<file path="config.mk">
export PLATFORM = sky130hd
export DESIGN_NAME = bp_cfg_table
export DESIGN_NICKNAME = d
export VERILOG_FILES = /design/src/rtl/bp_cfg_table.sv
export SDC_FILE = /design/constraint.sdc
export NUM_CORES = 2
export LEC_CHECK = 0
export CAP_MARGIN = 20
export CORE_MARGIN = 2
export CORE_UTILIZATION = 55
export CTS_CLUSTER_SIZE = 30
export DETAILED_ROUTE_END_ITERATION = 6
export PLACE_DENSITY = 0.8
export REMOVE_ABC_BUFFERS = 1
export SLEW_MARGIN = 40
export SYNTH_ARGS = -nofsm -noshare
export SYNTH_HDL_FRONTEND = slang
export SYNTH_SLANG_ARGS = --single-unit
</file>
<file path="constraint.sdc">
create_clock -name clk_i -period 2.23 [get_ports clk_i]
set_clock_uncertainty 0.05 [all_clocks]
set_input_delay 0.446 -clock clk_i [delete_from_list [all_inputs] [get_ports clk_i]]
set_output_delay 0.446 -clock clk_i [all_outputs]
set_load 0.02 [all_outputs]
</file>
<file path="src/rtl/bp_cfg_table.sv">
// Programmable config table: slots written over valid/ready, one slot selected and broadcast to num_chan_p tiles.
// Optional watchdog on the broadcast phase is enabled by defining BP_CFG_TABLE_TIMEOUT_EN.
module bp_cfg_table #(
  parameter int cfg_width_p      = 64,
  parameter int num_cfgs_p       = 16,
  parameter int num_chan_p       = 4,
  parameter int timeout_cycles_p = 255,
  localparam int idx_w = $clog2(num_cfgs_p)
) (
  input  logic                   clk_i,
  input  logic                   reset_i,
  input  logic                   w_v_i,
  input  logic [idx_w-1:0]       w_idx_i,
  input  logic [cfg_width_p-1:0] w_data_i,
  output logic                   w_ready_o,
  input  logic                   sel_v_i,
  input  logic [idx_w-1:0]       sel_idx_i,
  output logic                   sel_ready_o,
  output logic [cfg_width_p-1:0] cfg_o,
  output logic [num_chan_p-1:0]  cfg_v_o,
  input  logic [num_chan_p-1:0]  cfg_ack_i,
  output logic [idx_w-1:0]       active_idx_o,
  output logic                   done_o,
  output logic                   err_o
);

  localparam logic [0:0] IDLE  = 1'b0;
  localparam logic [0:0] BCAST = 1'b1;

  function automatic logic idx_legal(input logic [idx_w-1:0] idx);
    return (idx != '0) && ({{(32-idx_w){1'b0}}, idx} < 32'(num_cfgs_p));
  endfunction

  logic [0:0]             state_q, state_d;
  logic [cfg_width_p-1:0] mem_q [num_cfgs_p];
  logic [cfg_width_p-1:0] mem_d [num_cfgs_p];
  logic [num_cfgs_p-1:0]  valid_q, valid_d;
  logic [cfg_width_p-1:0] cfg_q, cfg_d;
  logic [num_chan_p-1:0]  pend_q, pend_d;
  logic [idx_w-1:0]       active_q, active_d;
  logic                   done_q, done_d;
  logic                   err_q, err_d;
  logic                   err_pend_q, err_pend_d;
  logic                   w_ready_s, sel_ready_s, w_acc_s, w_ok_s, bypass_s, err_ev_s, err_all_s;
`ifdef BP_CFG_TABLE_TIMEOUT_EN
  localparam int cnt_w = $clog2(timeout_cycles_p + 1);
  logic [cnt_w-1:0]       cnt_q, cnt_d;
`endif

  // Next-state computation for table, FSM, pulses and handshakes
  always_comb begin
    state_d    = state_q;
    mem_d      = mem_q;
    valid_d    = valid_q;
    cfg_d      = cfg_q;
    pend_d     = pend_q;
    active_d   = active_q;
    done_d     = 1'b0;
    err_ev_s   = 1'b0;
    bypass_s   = 1'b0;
`ifdef BP_CFG_TABLE_TIMEOUT_EN
    cnt_d      = cnt_q;
`endif
    w_ready_s   = !((state_q == BCAST) && (w_idx_i == active_q));
    sel_ready_s = (state_q == IDLE);
    w_acc_s     = w_v_i & w_ready_s;
    w_ok_s      = idx_legal(w_idx_i);

    if (w_acc_s) begin
      if (w_ok_s) begin
        mem_d[w_idx_i]   = w_data_i;
        valid_d[w_idx_i] = 1'b1;
      end else begin
        err_ev_s = 1'b1;
      end
    end else begin
      err_ev_s = 1'b0;
    end

    case (state_q)
      IDLE: begin
        if (sel_v_i) begin
          // a same-cycle write to the selected slot counts as valid and its data wins
          bypass_s = w_acc_s && w_ok_s && (w_idx_i == sel_idx_i);
          if (idx_legal(sel_idx_i) && (valid_q[sel_idx_i] || bypass_s)) begin
            cfg_d    = bypass_s ? w_data_i : mem_q[sel_idx_i];
            active_d = sel_idx_i;
            pend_d   = '1;
            state_d  = BCAST;
`ifdef BP_CFG_TABLE_TIMEOUT_EN
            cnt_d    = '0;
`endif
          end else begin
            err_ev_s = 1'b1;
          end
        end else begin
          state_d = IDLE;
        end
      end
      BCAST: begin
        pend_d = pend_q & ~cfg_ack_i;
        if (pend_d == '0) begin
          state_d = IDLE;
          done_d  = 1'b1;
        end else begin
`ifdef BP_CFG_TABLE_TIMEOUT_EN
          cnt_d = (|(pend_q & cfg_ack_i)) ? '0 : cnt_q + cnt_w'(1);
          if (cnt_d == cnt_w'(timeout_cycles_p)) begin
            pend_d   = '0;
            state_d  = IDLE;
            err_ev_s = 1'b1;
          end else begin
            state_d = BCAST;
          end
`else
          state_d = BCAST;
`endif
        end
      end
      default: begin
        state_d = IDLE;
        pend_d  = '0;
      end
    endcase

    // an error colliding with done is deferred one cycle; done cannot repeat back-to-back
    err_all_s  = err_ev_s | err_pend_q;
    err_d      = err_all_s & ~done_d;
    err_pend_d = err_all_s & done_d;
  end

  // State registers with synchronous reset
  always_ff @(posedge clk_i) begin
    if (reset_i) begin
      state_q    <= IDLE;
      mem_q      <= '{default: '0};
      valid_q    <= '0;
      cfg_q      <= '0;
      pend_q     <= '0;
      active_q   <= '0;
      done_q     <= 1'b0;
      err_q      <= 1'b0;
      err_pend_q <= 1'b0;
`ifdef BP_CFG_TABLE_TIMEOUT_EN
      cnt_q      <= '0;
`endif
    end else begin
      state_q    <= state_d;
      mem_q      <= mem_d;
      valid_q    <= valid_d;
      cfg_q      <= cfg_d;
      pend_q     <= pend_d;
      active_q   <= active_d;
      done_q     <= done_d;
      err_q      <= err_d;
      err_pend_q <= err_pend_d;
`ifdef BP_CFG_TABLE_TIMEOUT_EN
      cnt_q      <= cnt_d;
`endif
    end
  end

  assign w_ready_o    = w_ready_s;
  assign sel_ready_o  = sel_ready_s;
  assign cfg_o        = cfg_q;
  assign cfg_v_o      = pend_q;
  assign active_idx_o = active_q;
  assign done_o       = done_q;
  assign err_o        = err_q;

endmodule

</file>
==> out/metrics.yaml <==
critical_path:
  worst_r2r_end: "mem_q[152]$_SDFFE_PP0P_"
  worst_r2r_path_depth: 9
  regToRegSetupSlack_ns: 0.01
  cp-end-kind: "primary output"
  worst_setup_path_start_kind: "register"
  timing_worst_setup_path_type: "register to primary output"
  timing.critical_path.required_ns: 1.73
  critical_path_peak_fanout: 3
  r2r-start: "active_idx_o[0]$_SDFFE_PP0P_"
  critPathArrivalTime_ns: 1.92
sta:
  finalCritPeriodShare_pct: 108
  tightest_slew_ns: 0.616
  setup-violations-final: 1
  finalHoldViolCount: 0
  setup_ws_ns: -0.183
  setup_tns_final_ns: -0.183
  final_max_slew_viol_count: 0
  slew_headroom_pct: 58.8
  holdWs_ns: 0.0865
  post-route-min-period_ns: 2.41
  max_clock_freq_ghz: 0.414
  grt_setup_unrepaired: "yes"
grt:
  first_global_vias: 41700
  global_router_s_overall_resource_usage_pct: 35.0
  final_global_route_overflow_total: 0
  grt_start_max_net_pins: 95
  global_route_wire_length_before_repair_um: 238000
  antenna_found_initial: 0
cells_and_area:
  filler_cell_count: 6000
  drive_gt1_share_pct: 17.6
  layoutNonFillerInstCount: 6709
  final_net_count: 5552
  post-route-util_pct: 66.9
  area_growth_syn_to_layout_pct: 20.8
job:
  cap_violations: 0
die:
  floorplan.initialDensity_pct: 55.4
  design.die.area_sq_mm: 0.0880
  boundaryPins: 156
  fp.dieW_um: 297
  core-area_sq_mm: 0.0850
  die_height_um: 297
  placementRows: 107
hold_path:
  whs_endpoint: "active_idx_o[3]$_SDFFE_PP0P_"
  whs_path_cells: 3
  min-delay-start: "sel_idx_i[3]"
  worst_hold_path_type: "input pin to register"
power_and_ir_drop:
  cellLeakagePower_uw: 0.0192
  power_per_cell_area_mw_per_mm2: 781
  max-vdd-ir-drop_uv: 707
synth:
  yosysWarningCount: 0
  yosys-top-cells-count: "nand2_1 (1991), dfxtp_1 (1116), a21oi_1 (1034)"
  yosysTopAreaCell: "dfxtp_1"
  synth_seq_area_share_pct: 47.4
  yosys_register_bits: 1116
  count_leader_synth: "nand2_1"
  synth.area.top_cells: "dfxtp_1 (47%), nand2_1 (16%), mux4_2 (15%)"
  syn_area_per_cell_sq_um: 8.77
  synth-edff-count: 0
  synthDistinctLibCells: 50
  synth-main-ff-cell: "dfxtp_1"
  synthArstFlopShare_pct: 0
  synth_top_area_share_pct: 47.4
  netlist_instances: 5372
  post_synth_instance_area_sq_mm: 0.0471
cts:
  clock-sinks: 1116
  htree_num_levels: 3
  cts_hold_buf: 0
  cts-root-buf: "clkbuf_16"
  path_clk_slew_ns: 0.07
  cts_buffers: 110
  tritoncts_clock_tree: "built"
  clk-insertion-delay-late_ns: 0.69
  cts-root-to-sink-buffers: 3
drt:
  firstDrtPassIters: 7
  detail_route.wl_per_cell_um: 23.7
  route.vias.total: 42600
  totalWireLength_um: 159000
  antenna_viol_nets_final: 0
  drt_iter0_markers: 6143
  route.detailed.drc: 1
  avgViaCountPerCell: 6.35
place:
  place_congestion: 0.888
  dp.final_hpwl_um: 96300
  port_buffers: 155
  post-place-cells: 6491
run_status:
  failed_checks: "DRC, setup timing"
  outcome: "finished, violations left"
[per-stage QoR]
step / area (sq um) / setup slack (ns) / power, uW
CTS: 56600 / -0.187 / 44300
global placement: 52600 / -0.404 / 24500
finish: 56900 / -0.183 / 44500
detailed placement: 52600 / -0.449 / 24600
global route: 56900 / -0.207 / 45400
floorplan: 44400 / -3.53 / 22100
[layout by cell type, fill, tap and decap left out, types with 10 or more instances in the layout]
cell type	n
clkbuf_1	18
buf_12	165
nand2_1	1990
a311oi_1	60
clkbuf_8	28
clkdlybuf4s50_1	139
nor2_1	36
buf_4	240
dfxtp_1	1114
clkbuf_16	117
clkinv_2	18
mux4_2	320
bufinv_16	15
nand3_1	71
nor2b_1	69
a21oi_1	1033
o21ai_0	10
[how the worst max path moves through the flow]
stage	depth (start not counted)	start	end	slack, ns
finish	5	active_idx_o[0]$_SDFFE_PP0P_	w_ready_o	-0.18
global route	6	active_idx_o[1]$_SDFFE_PP0P_	w_ready_o	-0.21
floorplan	6	active_idx_o[0]$_SDFFE_PP0P_	mem_q[128]$_SDFFE_PP0P_	-3.53
global placement	8	w_idx_i[3]	mem_q[347]$_SDFFE_PP0P_	-0.40
detailed placement	9	w_idx_i[1]	mem_q[912]$_SDFFE_PP0P_	-0.45
CTS	6	active_idx_o[1]$_SDFFE_PP0P_	w_ready_o	-0.19
[power by group]
group	total, uW	internal (uW)	switching [uW]	leakage, uW
Clock	20100	11900	8180	0.00194
Sequential	20500	20300	197	0.00902
Combinational	3890	1570	2320	0.00824
Total	44500	33800	10700	0.0192
[kinds of logic after synthesis]
| group | share of synthesized area [%] |
|---|---|
| AOI/OAI and AO/OA | 12.6 |
| xor gates and xnor gates | 0.165 |
| buffers and inverters | 5.79 |
| DFF | 47.4 |
| and+or+nand+nor | 18.6 |
| muxes | 15.5 |
[critical path, stage by stage (launching register included)]
cell,delay (ns)
dfxtp_1,0.34
xnor2_2,0.20
nand3_2,0.14
or2_4,0.28
buf_6,0.13
buf_6,0.13
[sequential cells by signal (all words and copies together) (netlist names)]
register / flops
active_idx_o: 4
cfg_o: 64
cfg_v_o: 4
done_o: 1
err_o: 1
err_pend_q: 1
mem_q: 1024
state_q: 1
valid_q: 16
[routing by layer]
layer / GRT usage (%) / vias up / share of wire, %
met4: 18.7 / 0 / 5.7
met1: 45.6 / 20400 / 36
met3: 6.93 / 709 / 13
li1: - / 18300 / -
met2: 55.3 / 3196 / 45
met5: 0 / - / 0
[cell type report]
type                            instances  area, sq um  share of cell area [%]
Sequential cell                      1116        22300                    39.3
Multi-Input combinational cell       3667        22300                    39.1
Antenna cell                            1         2.50                 0.00440
Tap cell                             1144         1430                    2.52
Clock buffer                          158         3260                    5.72
Timing Repair Buffer                  571         6880                    12.1
Clock inverter                         46          692                    1.22
Inverter                                6         22.5                  0.0396
[repair_timing]
action	CTS	global route
setup endpoints to repair	8	44
setup buffers	4	5
pin swaps	3	5
gates resized for setup	12	22
hold endpoints to repair	0	0
cloned	0	5
No activity file was read; power rests on OpenSTA's default activity.
